[src/rtl/jtag_pkg.sv]
// Shared TAP definitions: state encoding, instruction opcodes and IR decode.
// JTAG_INTEST_EN selects whether opcode 10 decodes as INTEST or falls back to BYPASS.
package jtag_pkg;

    localparam int IR_W = 2;

    localparam logic [IR_W-1:0] OP_EXTEST  = 2'b00;
    localparam logic [IR_W-1:0] OP_SAMPLE  = 2'b01;
    localparam logic [IR_W-1:0] OP_INTEST  = 2'b10;
    localparam logic [IR_W-1:0] OP_BYPASS  = 2'b11;
    localparam logic [IR_W-1:0] IR_CAPTURE = 2'b01;

    typedef enum logic [3:0] {
        ST_TLR       = 4'd0,
        ST_RTI       = 4'd1,
        ST_SEL_DR    = 4'd2,
        ST_CAP_DR    = 4'd3,
        ST_SHIFT_DR  = 4'd4,
        ST_EXIT1_DR  = 4'd5,
        ST_PAUSE_DR  = 4'd6,
        ST_EXIT2_DR  = 4'd7,
        ST_UPDATE_DR = 4'd8,
        ST_SEL_IR    = 4'd9,
        ST_CAP_IR    = 4'd10,
        ST_SHIFT_IR  = 4'd11,
        ST_EXIT1_IR  = 4'd12,
        ST_PAUSE_IR  = 4'd13,
        ST_EXIT2_IR  = 4'd14,
        ST_UPDATE_IR = 4'd15
    } tap_state_t;

    typedef enum logic [1:0] {
        INSTR_EXTEST = 2'd0,
        INSTR_SAMPLE = 2'd1,
        INSTR_INTEST = 2'd2,
        INSTR_BYPASS = 2'd3
    } instr_t;

    // Unimplemented opcodes must fall back to BYPASS so the pins stay transparent.
    function automatic instr_t decode_ir(input logic [IR_W-1:0] ir);
        instr_t instr;
        case (ir)
            OP_EXTEST: instr = INSTR_EXTEST;
            OP_SAMPLE: instr = INSTR_SAMPLE;
`ifdef JTAG_INTEST_EN
            OP_INTEST: instr = INSTR_INTEST;
`else
            OP_INTEST: instr = INSTR_BYPASS;
`endif
            default:   instr = INSTR_BYPASS;
        endcase
        return instr;
    endfunction

endpackage

[src/rtl/jtag_tap_fsm.sv]
// 16-state IEEE 1149.1 TAP controller with decoded per-state strobes for the DR/IR datapath.
module jtag_tap_fsm
    import jtag_pkg::*;
(
    input  logic tck,
    input  logic trst_n,
    input  logic tms,
    output logic tlr_s,
    output logic capture_dr_s,
    output logic shift_dr_s,
    output logic update_dr_s,
    output logic capture_ir_s,
    output logic shift_ir_s,
    output logic update_ir_s
);

    tap_state_t state_r;
    tap_state_t state_next_s;

    // TAP state register
    always_ff @(posedge tck or negedge trst_n) begin
        if (!trst_n) begin
            state_r <= ST_TLR;
        end else begin
            state_r <= state_next_s;
        end
    end

    // Standard TMS-driven transitions
    always_comb begin
        state_next_s = ST_TLR;
        case (state_r)
            ST_TLR:       state_next_s = tms ? ST_TLR       : ST_RTI;
            ST_RTI:       state_next_s = tms ? ST_SEL_DR    : ST_RTI;
            ST_SEL_DR:    state_next_s = tms ? ST_SEL_IR    : ST_CAP_DR;
            ST_CAP_DR:    state_next_s = tms ? ST_EXIT1_DR  : ST_SHIFT_DR;
            ST_SHIFT_DR:  state_next_s = tms ? ST_EXIT1_DR  : ST_SHIFT_DR;
            ST_EXIT1_DR:  state_next_s = tms ? ST_UPDATE_DR : ST_PAUSE_DR;
            ST_PAUSE_DR:  state_next_s = tms ? ST_EXIT2_DR  : ST_PAUSE_DR;
            ST_EXIT2_DR:  state_next_s = tms ? ST_UPDATE_DR : ST_SHIFT_DR;
            ST_UPDATE_DR: state_next_s = tms ? ST_SEL_DR    : ST_RTI;
            ST_SEL_IR:    state_next_s = tms ? ST_TLR       : ST_CAP_IR;
            ST_CAP_IR:    state_next_s = tms ? ST_EXIT1_IR  : ST_SHIFT_IR;
            ST_SHIFT_IR:  state_next_s = tms ? ST_EXIT1_IR  : ST_SHIFT_IR;
            ST_EXIT1_IR:  state_next_s = tms ? ST_UPDATE_IR : ST_PAUSE_IR;
            ST_PAUSE_IR:  state_next_s = tms ? ST_EXIT2_IR  : ST_PAUSE_IR;
            ST_EXIT2_IR:  state_next_s = tms ? ST_UPDATE_IR : ST_SHIFT_IR;
            ST_UPDATE_IR: state_next_s = tms ? ST_SEL_DR    : ST_RTI;
            default:      state_next_s = ST_TLR;
        endcase
    end

    // Strobes are "currently in state"; the datapath acts on the rising edge leaving it
    always_comb begin
        tlr_s        = 1'b0;
        capture_dr_s = 1'b0;
        shift_dr_s   = 1'b0;
        update_dr_s  = 1'b0;
        capture_ir_s = 1'b0;
        shift_ir_s   = 1'b0;
        update_ir_s  = 1'b0;
        case (state_r)
            ST_TLR:       tlr_s        = 1'b1;
            ST_CAP_DR:    capture_dr_s = 1'b1;
            ST_SHIFT_DR:  shift_dr_s   = 1'b1;
            ST_UPDATE_DR: update_dr_s  = 1'b1;
            ST_CAP_IR:    capture_ir_s = 1'b1;
            ST_SHIFT_IR:  shift_ir_s   = 1'b1;
            ST_UPDATE_IR: update_ir_s  = 1'b1;
            default:      tlr_s        = 1'b0;
        endcase
    end

endmodule

[src/rtl/jtag_bscan_tap.sv]
// TAP controller plus boundary-scan register around an N-bit adder core.
// Define JTAG_INTEST_EN to implement INTEST (opcode 10); otherwise it decodes as BYPASS.
module jtag_bscan_tap
    import jtag_pkg::*;
#(
    parameter int N = 16
) (
    input  logic         TCK,
    input  logic         TRST_N,
    input  logic         TMS,
    input  logic         TDI,
    output logic         TDO,
    input  logic [N-1:0] sys_pin_a,
    input  logic [N-1:0] sys_pin_b,
    input  logic         sys_pin_cin,
    input  logic         sys_pin_sel,
    input  logic [N-1:0] module_pin_sum,
    input  logic         module_pin_co,
    output logic [N-1:0] module_pin_a,
    output logic [N-1:0] module_pin_b,
    output logic         module_pin_cin,
    output logic         module_pin_sel,
    output logic [N-1:0] sys_pin_sum,
    output logic         sys_pin_co
);

    localparam int L = 3 * N + 3;
    // Only the cells that can drive a pin need an update latch.
`ifdef JTAG_INTEST_EN
    localparam int UPD_LO = 0;
`else
    localparam int UPD_LO = 2 * N + 2;
`endif

    logic            srst_s;
    logic            capture_dr_s;
    logic            shift_dr_s;
    logic            update_dr_s;
    logic            capture_ir_s;
    logic            shift_ir_s;
    logic            update_ir_s;
    instr_t          instr_s;
    logic            bsr_sel_s;
    logic [IR_W-1:0] ir_shift_r;
    logic [IR_W-1:0] ir_r;
    logic [L-1:0]    bsr_r;
    logic [L-1:UPD_LO] update_r;
    logic            bypass_r;
    logic            tdo_r;

    jtag_tap_fsm u_fsm (
        .tck          (TCK),
        .trst_n       (TRST_N),
        .tms          (TMS),
        .tlr_s        (srst_s),
        .capture_dr_s (capture_dr_s),
        .shift_dr_s   (shift_dr_s),
        .update_dr_s  (update_dr_s),
        .capture_ir_s (capture_ir_s),
        .shift_ir_s   (shift_ir_s),
        .update_ir_s  (update_ir_s)
    );

    assign instr_s   = decode_ir(ir_r);
    assign bsr_sel_s = (instr_s != INSTR_BYPASS);

    // Instruction shift register and active instruction
    always_ff @(posedge TCK or negedge TRST_N) begin
        if (!TRST_N) begin
            ir_shift_r <= IR_CAPTURE;
            ir_r       <= OP_BYPASS;
        end else if (srst_s) begin
            ir_r       <= OP_BYPASS;
        end else if (capture_ir_s) begin
            ir_shift_r <= IR_CAPTURE;
        end else if (shift_ir_s) begin
            ir_shift_r <= {TDI, ir_shift_r[IR_W-1:1]};
        end else if (update_ir_s) begin
            ir_r       <= ir_shift_r;
        end
    end

    // Boundary-scan shift chain and bypass bit
    always_ff @(posedge TCK or negedge TRST_N) begin
        if (!TRST_N) begin
            bsr_r    <= '0;
            bypass_r <= 1'b0;
        end else if (capture_dr_s) begin
            if (bsr_sel_s) begin
                bsr_r <= {module_pin_co, module_pin_sum, sys_pin_sel, sys_pin_cin,
                          sys_pin_b, sys_pin_a};
            end else begin
                bypass_r <= 1'b0;
            end
        end else if (shift_dr_s) begin
            if (bsr_sel_s) begin
                bsr_r <= {TDI, bsr_r[L-1:1]};
            end else begin
                bypass_r <= TDI;
            end
        end
    end

    // Parallel update latch, cleared in Test-Logic-Reset so an aborted scan never lands
    always_ff @(posedge TCK or negedge TRST_N) begin
        if (!TRST_N) begin
            update_r <= '0;
        end else if (srst_s) begin
            update_r <= '0;
        end else if (update_dr_s && bsr_sel_s) begin
            update_r <= bsr_r[L-1:UPD_LO];
        end
    end

    // TDO launches on the falling edge so the receiver samples it cleanly on the next rise
    always_ff @(negedge TCK or negedge TRST_N) begin
        if (!TRST_N) begin
            tdo_r <= 1'b0;
        end else if (shift_ir_s) begin
            tdo_r <= ir_shift_r[0];
        end else if (shift_dr_s) begin
            tdo_r <= bsr_sel_s ? bsr_r[0] : bypass_r;
        end else begin
            tdo_r <= 1'b0;
        end
    end

    assign TDO = tdo_r;

    // Pin muxing between system pins, core pins and the update latch
    always_comb begin
        module_pin_a   = sys_pin_a;
        module_pin_b   = sys_pin_b;
        module_pin_cin = sys_pin_cin;
        module_pin_sel = sys_pin_sel;
        sys_pin_sum    = module_pin_sum;
        sys_pin_co     = module_pin_co;
        case (instr_s)
            INSTR_EXTEST: begin
                sys_pin_sum = update_r[3*N+1:2*N+2];
                sys_pin_co  = update_r[3*N+2];
            end
`ifdef JTAG_INTEST_EN
            INSTR_INTEST: begin
                module_pin_a   = update_r[N-1:0];
                module_pin_b   = update_r[2*N-1:N];
                module_pin_cin = update_r[2*N];
                module_pin_sel = update_r[2*N+1];
                sys_pin_sum    = update_r[3*N+1:2*N+2];
                sys_pin_co     = update_r[3*N+2];
            end
`endif
            default: begin
                sys_pin_co = module_pin_co;
            end
        endcase
    end

endmodule

[config.mk]
export PLATFORM = sky130hd
export DESIGN_NAME = jtag_bscan_tap
export DESIGN_NICKNAME = d
export VERILOG_FILES = /design/src/rtl/jtag_pkg.sv /design/src/rtl/jtag_tap_fsm.sv /design/src/rtl/jtag_bscan_tap.sv
export SDC_FILE = /design/constraint.sdc
export NUM_CORES = 1
export LEC_CHECK = 0
export BUFFER_PORTS_ARGS = -buffer_cell sky130_fd_sc_hd__buf_2
export CORE_MARGIN = 10
export CORE_UTILIZATION = 30
export DETAILED_ROUTE_END_ITERATION = 10
export GPL_ROUTABILITY_DRIVEN = 0
export PLACE_DENSITY = 0.49
export REMOVE_ABC_BUFFERS = 1
export SYNTH_ARGS = -nofsm -noshare
export SYNTH_HDL_FRONTEND = slang
export SYNTH_HIERARCHICAL = 1
export SYNTH_SLANG_ARGS = --single-unit
export TNS_END_PERCENT = 10
[constraint.sdc]
create_clock -name TCK -period 2.2 [get_ports TCK]
set_input_delay 0.44 -clock TCK [delete_from_list [all_inputs] [get_ports TCK]]
set_output_delay 0.44 -clock TCK [all_outputs]
set_load 0.02 [all_outputs]
==> impl_results.md <==
* Max-capacitance violation count at 0
* Vias at 3929
* Worst-margin pin slew at 0.637 ns
* Routed Antenna Nets at 0
* Area share of the largest cell type after synthesis at 0.374
* DP HPWL at 8790 um
* First-pass GRT wire length at 21300 um
* Setup repair after global routing missed its margin: yes
* Post-synth EDFFs at 0
* Antenna violations before repair at 0
* Post-Route WL at 13500 um
* I/O Pins at 107
* Hold WS at 0.127 ns
* I/O Buffers at 106
* Synth warnings at 6
* Failing checks: negative setup slack
* N_diodes at 0
* CTS root buf: clkbuf_16
* Worst-skew pair later-pin latency at 0.34 ns
* R2R cell count at 3
* Xor-xnor portion of the synthesized cell area at 0
* Worst Slack Setup Final at -0.207 ns
* Syn avg cell area at 9.98 sq um
* Post-synthesis mux area share at 0.0430
* Number of global-route vias before repair at 3970
* DRT iter0 DRCs at 168
* Power per Cell Area at 1130 mW/mm^2
* Die height at 148 um
* Met3 WL at 920 um
* CTS tree: yes
* Critical-path cell list: buf_6
* Longest Clk Path Bufs at 2
* Met1 wire length at 5820 um
* Max VDD drop at 0.588 mV
* Layout cells sized above 1 at 0.481
* Die area at 0.0220 sq mm
* Pwr Total at 6.57 mW
* Unique masters post-synth at 44
* WP buf/inv at 1
* Avg WL per Cell at 17.2 um
* Status: finished with violations
* Reg area at 0.00196 sq mm
* Compound-gate portion of the synthesized area at 0.115
* Post-Synthesis Cells at 496
* Die X at 148 um
* Ys flop type: dfrtp_1
* CP max FO at 1
* DRC at 0
* TritonCTS Sinks at 78
* Critical path depth at 1
* Max-slew violation count at 0
* Gr ovfl total at 0
* Starting density of the core at 0.309
* FFs w/ async S/R, synth at 1.00
* Leakage at 2.64 nW
* Clock Pin Slew Worst Setup and Hold Paths at 0.06 ns
* Global Route Usage Sum at 0.119
* Cell accounting for the most synthesized area: dfrtp_1
* Register area share after synthesis at 0.395
* Multi-input combinational cell area at 0.00240 sq mm
* Number of vias per cell at 5.02
* Core area at 0.0160 sq mm
* Critical-path top delay cell: dfrtn_1
* Worst setup SP type: register
* Synth Area in Adders at 0
* Crit path kind: register to output port
* Crit path capture type: output port
* H-tree depth at 3
* CTS buffer count at 9
* Std-Cell Rows at 46
* WP data required at 1.76 ns
* Main combinational cell family by area after synthesis: simple AND/OR/NAND/NOR gates
* Post-synthesis register bit count at 78
* Filler cells at 1687
* Met2 routed WL at 6580 um
* Crit-path max cell delay at 0.40 ns
* Largest net degree at the start of global routing at 78
* Setup Viol. Count Final at 2
* Simple-Gate Fraction of Synth Area at 0.321
* Fin. Hold Viols at 0
* Hold Path Class: primary input to asynchronous set/reset pin
* Area delta synth->final at 17.8%
* Setup Skew at 0.00499 ns
* Cell family with most CP delay: flip-flops
* Final #Nets at 616
* Slew margin rel. at 0.575
* DR pass1 iterations at 6
* DP Worst Slack at -0.124 ns
* Largest cells by area after synthesis: dfrtp_1, nor3_2, buf_4
* Post-Syn Area at 0.00495 sq mm
* CP arrival at 1.97 ns
* Max Used Layer: met4
==> metrics by stage <==
step | TNS, ns | cells | instance area (sq um) | utilization
after global placement | -1.97 | 764 | 5430 | 0.339
after detailed placement | -3.53 | 764 | 5430 | 0.339
after CTS | -0.277 | 780 | 5760 | 0.360
after global routing | -0.478 | 782 | 5830 | 0.364
final | -0.230 | 782 | 5830 | 0.364
after floorplan | -438.01 | 415 | 4350 | -
==> synthesized netlist by cell type, types with 4 or more instances <==
cell      instances
nor3_2          100
clkbuf_1         11
mux2_1           10
buf_12            5
o21ai_0           6
dfrtp_1          74
o22ai_1          50
nor2b_1           4
mux2_2            8
buf_4            43
nand2_1          41
inv_1             4
a21oi_1          22
nor2_1            8
nor3_1           54
buf_2            18
==> timing repair <==
action / in CTS / in global routing
endpoints found under the setup margin: 50 / 48
hold buffers: 0 / 0
resized for setup: 9 / 11
gates cloned: 0 / 1
pin swaps: 0 / 1
setup buffers: 0 / 1
==> path summary, 6_finish.rpt <==
kind                                   start          endpoint  slack (ns)
max in group asynchronous             TRST_N               TDO        1.20
worst min register to register  update_r[45]      update_r[45]        0.52
worst max register to register       ir_r[1]               TDO       -0.02
worst max-delay path                     TDO               TDO       -0.21
worst min-delay path                  TRST_N      update_r[40]        0.13
min in group TCK                         TMS  u_fsm/state_r[2]        0.37
==> area by class of cell <==
cell class | count | share of cell area
clock buffer | 10 | 0.0410
clock inverter | 6 | 0.0105
inverter | 6 | 0.00386
multi-input combinational | 331 | 0.412
sequential | 78 | 0.335
tap | 216 | 0.0464
timing repair buffer | 135 | 0.150
==> metal layers <==
metal,global-route usage,vias up
li1,-,1901
met2,0.196,99
met3,0.0431,10
met4,0.0307,0
met5,0,-
met1,0.142,1919
==> where the power goes <==
part	switching (mW)	total (mW)	leakage [nW]	internal, mW
clock	0.625	1.53	0.148	0.906
combinational	1.76	3.01	1.43	1.25
sequential	0.291	2.02	1.06	1.73
total	2.68	6.57	2.64	3.89
==> state kept, by name, indices dropped and copies added (netlist names) <==
signal         flops
bsr_r             51
update_r          17
u_fsm/state_r      4
ir_r               2
ir_shift_r         2
TDO                1
bypass_r           1
==> cells in the final DEF (no fill, tap or decap), drive strengths merged, types with 2 or more instances in the layout <==
| cell | n |
|---|---|
| nor3 | 154 |
| buf | 134 |
| dfrtp | 74 |
| o22ai | 50 |
| nand2 | 41 |
| a21oi | 22 |
| mux2 | 18 |
| clkbuf | 10 |
| nor2 | 9 |
| o21ai | 6 |
| inv | 6 |
| nand2b | 5 |
| nor2b | 4 |
| clkinv | 4 |
| dfstp | 3 |
| a31oi | 2 |
| nor4 | 2 |
==> cells by family (layout without fill, tap and decap cells) <==
logic type / count (synthesis) / in the layout
compound gates: 92 / 92
buf+inv: 87 / 157
flops: 78 / 78
mux: 19 / 19
simple gates: 220 / 220
Power figures use the tool's default switching activity.
